### src/rtl/simon_sequencer.sv
// Simon-style sequencer: plays an LFSR-derived colour sequence and checks the player's echo.
// Define SEQ_TIMEOUT_EN to fail a round when WAIT_IN sees no press for TIMEOUT_CYCLES.
module simon_sequencer #(
  parameter int MAX_LEVEL      = 16,
  parameter int SHOW_CYCLES    = 8,
  parameter int GAP_CYCLES     = 4,
  parameter int TIMEOUT_CYCLES = 1024
) (
  input  logic       clk,
  input  logic       reset,
  input  logic       start,
  input  logic [3:0] btn,
  input  logic [3:0] lfsr_val,
  output logic       lfsr_step,
  output logic       lfsr_rerun,
  output logic       lfsr_randomize,
  output logic [3:0] led,
  output logic [4:0] level,
  output logic       busy,
  output logic       fail,
  output logic       win
);

  localparam int SG_MAX  = (SHOW_CYCLES > GAP_CYCLES) ? SHOW_CYCLES : GAP_CYCLES;
  localparam int CNT_MAX = (TIMEOUT_CYCLES > SG_MAX) ? TIMEOUT_CYCLES : SG_MAX;
  localparam int CW      = $clog2(CNT_MAX + 1);

  localparam logic [CW-1:0] CNT_ONE   = CW'(1);
  localparam logic [CW-1:0] SHOW_LAST = CW'(SHOW_CYCLES - 1);
  localparam logic [CW-1:0] GAP_LAST  = CW'(GAP_CYCLES - 1);
  localparam logic [CW-1:0] GAP_PRE   = CW'((GAP_CYCLES > 1) ? GAP_CYCLES - 2 : 0);
  localparam logic [4:0]    LEVEL_MAX = 5'(MAX_LEVEL);
`ifdef SEQ_TIMEOUT_EN
  localparam logic [CW-1:0] TMO_LAST  = CW'(TIMEOUT_CYCLES - 1);
`endif

  typedef enum logic [3:0] {
    IDLE, SEED, REWIND, SETTLE, SHOW_ON, SHOW_GAP,
    WAIT_IN, STEP_IN, ROUND_UP, FAIL, WIN
  } state_t;

  state_t        state_q;
  logic [CW-1:0] cnt_q;
  logic [4:0]    idx_q;
  logic [4:0]    level_q;
  logic [3:0]    led_q;
  logic          step_q;
  logic          rerun_q;
  logic          busy_q;
  logic          fail_q;
  logic          win_q;
  logic          ret_in_q;

  logic       more_elems;
  logic [3:0] colour_led;
  logic       unused_lfsr_hi;

  assign more_elems     = (idx_q + 5'd1) < level_q;
  assign colour_led     = 4'b0001 << lfsr_val[1:0];
  assign unused_lfsr_hi = ^lfsr_val[3:2];

  always_ff @(posedge clk) begin
    if (reset) begin
      state_q  <= IDLE;
      cnt_q    <= '0;
      idx_q    <= '0;
      level_q  <= 5'd1;
      led_q    <= '0;
      step_q   <= 1'b0;
      rerun_q  <= 1'b0;
      busy_q   <= 1'b0;
      fail_q   <= 1'b0;
      win_q    <= 1'b0;
      ret_in_q <= 1'b0;
    end else begin
      step_q  <= 1'b0;
      rerun_q <= 1'b0;
      case (state_q)
        IDLE: begin
          if (start) begin
            state_q <= SEED;
            busy_q  <= 1'b1;
          end
        end
        SEED: begin
          if (!start) begin
            state_q  <= REWIND;
            level_q  <= 5'd1;
            idx_q    <= '0;
            rerun_q  <= 1'b1;
            ret_in_q <= 1'b0;
          end
        end
        REWIND: begin
          state_q <= SETTLE;
          idx_q   <= '0;
          cnt_q   <= '0;
        end
        SETTLE: begin
          if (cnt_q == CNT_ONE) begin
            cnt_q <= '0;
            if (ret_in_q) begin
              state_q <= WAIT_IN;
            end else begin
              state_q <= SHOW_ON;
              led_q   <= colour_led;
            end
          end else begin
            cnt_q <= cnt_q + CNT_ONE;
          end
        end
        SHOW_ON: begin
          if (cnt_q == SHOW_LAST) begin
            state_q <= SHOW_GAP;
            led_q   <= '0;
            cnt_q   <= '0;
            step_q  <= (GAP_CYCLES == 1) && more_elems;
          end else begin
            cnt_q <= cnt_q + CNT_ONE;
          end
        end
        SHOW_GAP: begin
          // The step pulse occupies the final dark cycle so SETTLE still spans 2 cycles after it.
          if (cnt_q == GAP_LAST) begin
            cnt_q <= '0;
            if (more_elems) begin
              state_q  <= SETTLE;
              idx_q    <= idx_q + 5'd1;
              ret_in_q <= 1'b0;
            end else begin
              state_q  <= REWIND;
              rerun_q  <= 1'b1;
              idx_q    <= '0;
              ret_in_q <= 1'b1;
            end
          end else begin
            cnt_q  <= cnt_q + CNT_ONE;
            step_q <= (GAP_CYCLES > 1) && (cnt_q == GAP_PRE) && more_elems;
          end
        end
        WAIT_IN: begin
          if (btn != 4'b0000) begin
            cnt_q <= '0;
            if (btn == colour_led) begin
              state_q <= STEP_IN;
              led_q   <= btn;
              step_q  <= more_elems;
            end else begin
              state_q <= FAIL;
              led_q   <= 4'hF;
              fail_q  <= 1'b1;
              busy_q  <= 1'b0;
            end
          end
`ifdef SEQ_TIMEOUT_EN
          else if (cnt_q == TMO_LAST) begin
            cnt_q   <= '0;
            state_q <= FAIL;
            led_q   <= 4'hF;
            fail_q  <= 1'b1;
            busy_q  <= 1'b0;
          end else begin
            cnt_q <= cnt_q + CNT_ONE;
          end
`endif
        end
        STEP_IN: begin
          led_q <= '0;
          cnt_q <= '0;
          if (more_elems) begin
            state_q  <= SETTLE;
            idx_q    <= idx_q + 5'd1;
            ret_in_q <= 1'b1;
          end else begin
            state_q <= ROUND_UP;
          end
        end
        ROUND_UP: begin
          if (level_q == LEVEL_MAX) begin
            state_q <= WIN;
            win_q   <= 1'b1;
            busy_q  <= 1'b0;
          end else begin
            state_q  <= REWIND;
            level_q  <= level_q + 5'd1;
            rerun_q  <= 1'b1;
            idx_q    <= '0;
            ret_in_q <= 1'b0;
          end
        end
        FAIL, WIN: begin
          if (start) begin
            state_q <= SEED;
            fail_q  <= 1'b0;
            win_q   <= 1'b0;
            busy_q  <= 1'b1;
            led_q   <= '0;
          end
        end
        default: state_q <= IDLE;
      endcase
    end
  end

  assign lfsr_step      = step_q;
  assign lfsr_rerun     = rerun_q;
  assign lfsr_randomize = !reset && start && ((state_q == IDLE) || (state_q == SEED));
  assign led            = led_q;
  assign level          = level_q;
  assign busy           = busy_q;
  assign fail           = fail_q;
  assign win            = win_q;

endmodule

### config.mk
export PLATFORM = sky130hd
export DESIGN_NAME = simon_sequencer
export DESIGN_NICKNAME = d
export VERILOG_FILES = /design/src/rtl/simon_sequencer.sv
export SDC_FILE = /design/constraint.sdc
export NUM_CORES = 1
export LEC_CHECK = 0
export BUFFER_PORTS_ARGS = -buffer_cell sky130_fd_sc_hd__buf_2
export CAP_MARGIN = 20
export CORE_MARGIN = 10
export CORE_UTILIZATION = 51
export DETAILED_ROUTE_END_ITERATION = 16
export PLACE_DENSITY = 0.79
export SLEW_MARGIN = 5
export SYNTH_ARGS = -nofsm -noshare
export SYNTH_HDL_FRONTEND = slang
export SYNTH_SLANG_ARGS = --single-unit
### constraint.sdc
create_clock -name clk -period 2.41 [get_ports clk]
set_input_delay 0.482 -clock clk [delete_from_list [all_inputs] [get_ports clk]]
set_output_delay 0.482 -clock clk [all_outputs]
set_load 0.02 [all_outputs]
==> run_results.csv <==
group,metric,value,unit
outcome,outcome,"finished clean",
worst_setup_path,cp.required,2.59,ns
detailed_routing,postRouteWirelength,5.41,mm
hold_path,hold_path.class,"flip-flop to flip-flop",
sta,slew_violations,0,
power,internal_power,1170,uW
logic_synthesis,synthMostInstantiatedCell,"sky130_fd_sc_hd__dfxtp_1",
cts,numClockSinks,35,
logic_synthesis,post_synth_main_area_contributors,"sky130_fd_sc_hd__dfxtp_1 31%, sky130_fd_sc_hd__ha_1 5.6%, sky130_fd_sc_hd__nor2_1 5.0%",
floorplanning,die_boundary_width,86.3,um
grt,first_pass_grt_wire_length,8.90,mm
sta,maxClockFrequency,424,MHz
grt,antenna_found_initial,0,
worst_setup_path,reg2reg_depth,10,
cts,ctsHoldBuffers,0,
worst_setup_path,startpoint_type,"flip-flop",
logic_synthesis,synth.yosys.seq_area_share,31.3,%
logic_synthesis,synth_top_area_share,31.3,%
worst_setup_path,critPathCaptureType,"flip-flop",
cells_and_area,final_core_util,61.2,%
floorplanning,initial_core_utilization,52.1,%
logic_synthesis,syn_area,2240,sq um
detailed_routing,dr_pass1_iterations,5,
hold_path,hold_path_depth,2,
cts,clock_insertion_delay_worst_skew,0.29,ns
sta,fin_crit,2.36,ns
cts,cts_tree,"yes",
sta,grt_setup_unrepaired,"yes",
logic_synthesis,post_synth_num_cell_types,55,
cells_and_area,fill_cells,401,
grt,grt_start_max_net_pins,17,
floorplanning,placementRows,24,
logic_synthesis,post_synth_inst_count,281,
power,sw_pwr,675,uW
cells_and_area,finalNonFillerCells,369,
cts,path_clk_slew,0.07,ns
floorplanning,fp.coreArea,4290,sq um
cells_and_area,syn_to_final_growth,17.5,%
logic_synthesis,synth-seq-cells,35,
logic_synthesis,syn-mean-instance-area,7.97,sq um
detailed_routing,route.vias.total,2167,
logic_synthesis,yosys.area.top_type,"sky130_fd_sc_hd__dfxtp_1",
sta,slew_headroom,52.8,%
grt,grt_pass1_vias,1985,
cts,cts_htree_levels,2,
worst_setup_path,crit_arrival,2.54,ns
sta,hold_viol_final,0,
cells_and_area,finish.instance_area,2630,sq um
detailed_routing,post_drt_via_cell_ratio,5.87,
power,fraction_of_power_consumed_by_the_clock_network,25.3,%
cells_and_area,antenna_cells_inserted,0,
sta,final-setup-viol-count,0,
logic_synthesis,yosysWarningCount,0,
cts,numCtsBuffers,5,
power,leakagePower,0.00108,uW
cells_and_area,layout-drive-gt1-share,19.9,%
sta,min_period_over_period,97.8,%
place,place_congestion,0.875,
cts,clk_root_buffer_cell,"sky130_fd_sc_hd__clkbuf_8",
power,power_frac_seq,37.7,%
floorplanning,die_area,7440,sq um
detailed_routing,drtIter0Drc,184,
power,irDropWorstVdd,549,uV
worst_setup_path,path_max_fanout,5,
cts,clock_tree.buffer_depth,2,
logic_synthesis,ys_top_cells_by_count,"35 x sky130_fd_sc_hd__dfxtp_1, 30 x sky130_fd_sc_hd__nor2_1, 24 x sky130_fd_sc_hd__nand2_1",
logic_synthesis,synthesis.nets,302,
cells_and_area,finalNetCount,337,
grt,globalRouteOverflowTotal,0,
place,number_of_port_buffers,23,
power,switching_share,36.5,%
sta,tightest_slew,0.699,ns
logic_synthesis,yosys_most_used_dff,"sky130_fd_sc_hd__dfxtp_1",
floorplanning,io_pins,26,
logic_synthesis,post_synth_edffs,0,
sta,worst_clock_skew,0.00166,ns
power,power_density_cells,703,nW/um^2
place,dpl-instance-area,2500,sq um
floorplanning,die_h,86.3,um
grt,global_route.usage.total,14.2,%
place,dp.cells,361,
logic_synthesis,async_flop_share,0,%
run,timing.max_cap.violations,0,
detailed_routing,drcViolationCount,0,
sta,post-route-worst-setup-slack,0.0532,ns
worst_setup_path,criticalPathCategory,"flip-flop to flip-flop",
place,dp_worst_setup_slack,0.00491,ns
cts,post-cts-setup-buffers,0,
power,comb_power_share,37.0,%
place,dp_hpwl,4.02,mm
detailed_routing,route.detailed.wl_per_inst,14.6,um
detailed_routing,antenna_violating_nets_post_route,0,
flip-flops by register name, summed over array words and instances, names as in the netlist:
register,flops
busy,1
state_q,4
led,4
level,5
idx_q,5
cnt_q,11
fail,1
lfsr_step,1
win,1
lfsr_rerun,1
ret_in_q,1
power by group through the flow:
stage                     Clock [uW]  Sequential, uW  Combinational, uW
final                            467             697                684
after global routing             501             707                754
after CTS                        476             696                675
after detailed placement           0             709                671
after global placement             0             708                662
after floorplan                    0             696                494
path summary, 6_finish.rpt:
| kind | start | to | slack (ns) |
|---|---|---|---|
| worst max-delay path | idx_q[0] | idx_q[0] | 0.05 |
| worst min-delay path | led[1] | led[1] | 0.49 |
| worst max register to register | idx_q[0] | idx_q[0] | 0.05 |
| worst min register to register | led[1] | led[1] | 0.49 |
cell families (layout without fill, tap and decap cells):
kind of cell / count (synthesis) / in the layout / synth area share (%)
AO/OA/AOI/OAI: 68 / 68 / 19.9
multiplexers: 5 / 5 / 2.40
XOR/XNOR: 16 / 16 / 6.26
buffers and inverters: 23 / 59 / 4.47
flip-flops: 35 / 35 / 31.3
adder cells (fa/ha/maj): 10 / 10 / 5.59
AND/OR/NAND/NOR: 124 / 124 / 30.1
metrics by stage:
step | setup TNS, ns | total power [uW] | hold WS, ns
after floorplan | 0 | 1190 | 0.448
after global placement | 0 | 1370 | 0.474
after detailed placement | 0 | 1380 | 0.479
after CTS | 0 | 1850 | 0.498
after global routing | -0.0862 | 1960 | 0.513
final | 0 | 1850 | 0.494
critical path: stages, from the launching register on:
cell                      delay, ns
sky130_fd_sc_hd__dfxtp_2       0.34
sky130_fd_sc_hd__ha_4          0.16
sky130_fd_sc_hd__nor2b_1       0.13
sky130_fd_sc_hd__or2_4         0.24
sky130_fd_sc_hd__ha_4          0.22
sky130_fd_sc_hd__a21o_1        0.17
sky130_fd_sc_hd__a31oi_2       0.17
sky130_fd_sc_hd__o21ai_2       0.08
sky130_fd_sc_hd__nor3b_2       0.16
sky130_fd_sc_hd__o31a_1        0.31
sky130_fd_sc_hd__mux2_4        0.27
layout make-up:
| type | instances | area [sq um] | share of cell area [%] |
|---|---|---|---|
| Inverter | 13 | 48.8 | 1.86 |
| Timing Repair Buffer | 38 | 228 | 8.66 |
| Multi-Input combinational cell | 223 | 1490 | 56.5 |
| Sequential cell | 35 | 703 | 26.7 |
| Tap cell | 52 | 65.1 | 2.47 |
| Clock buffer | 8 | 100 | 3.81 |
repair_timing:
action / CTS / global route
pin swaps: 1 / 3
endpoints found under the setup margin: 2 / 6
resized for setup: 2 / 5
layer usage:
layer	up-vias	global-route usage [%]	wire length (um)
met2	80	23.6	2540
met3	16	3.56	367
met4	0	4.86	131
met1	980	17.4	2370
met5	-	0	0
li1	1091	-	-
cell usage in the layout, fill, tap and decap left out, drive strengths merged, types with 10 or more instances in the layout:
master,instances
a21oi,15
buf,38
dfxtp,35
ha,10
inv,13
nand2,24
nand3,11
nor2,30
nor3,10
o21ai,18
Note: power is estimated with default switching activity, not from simulation.
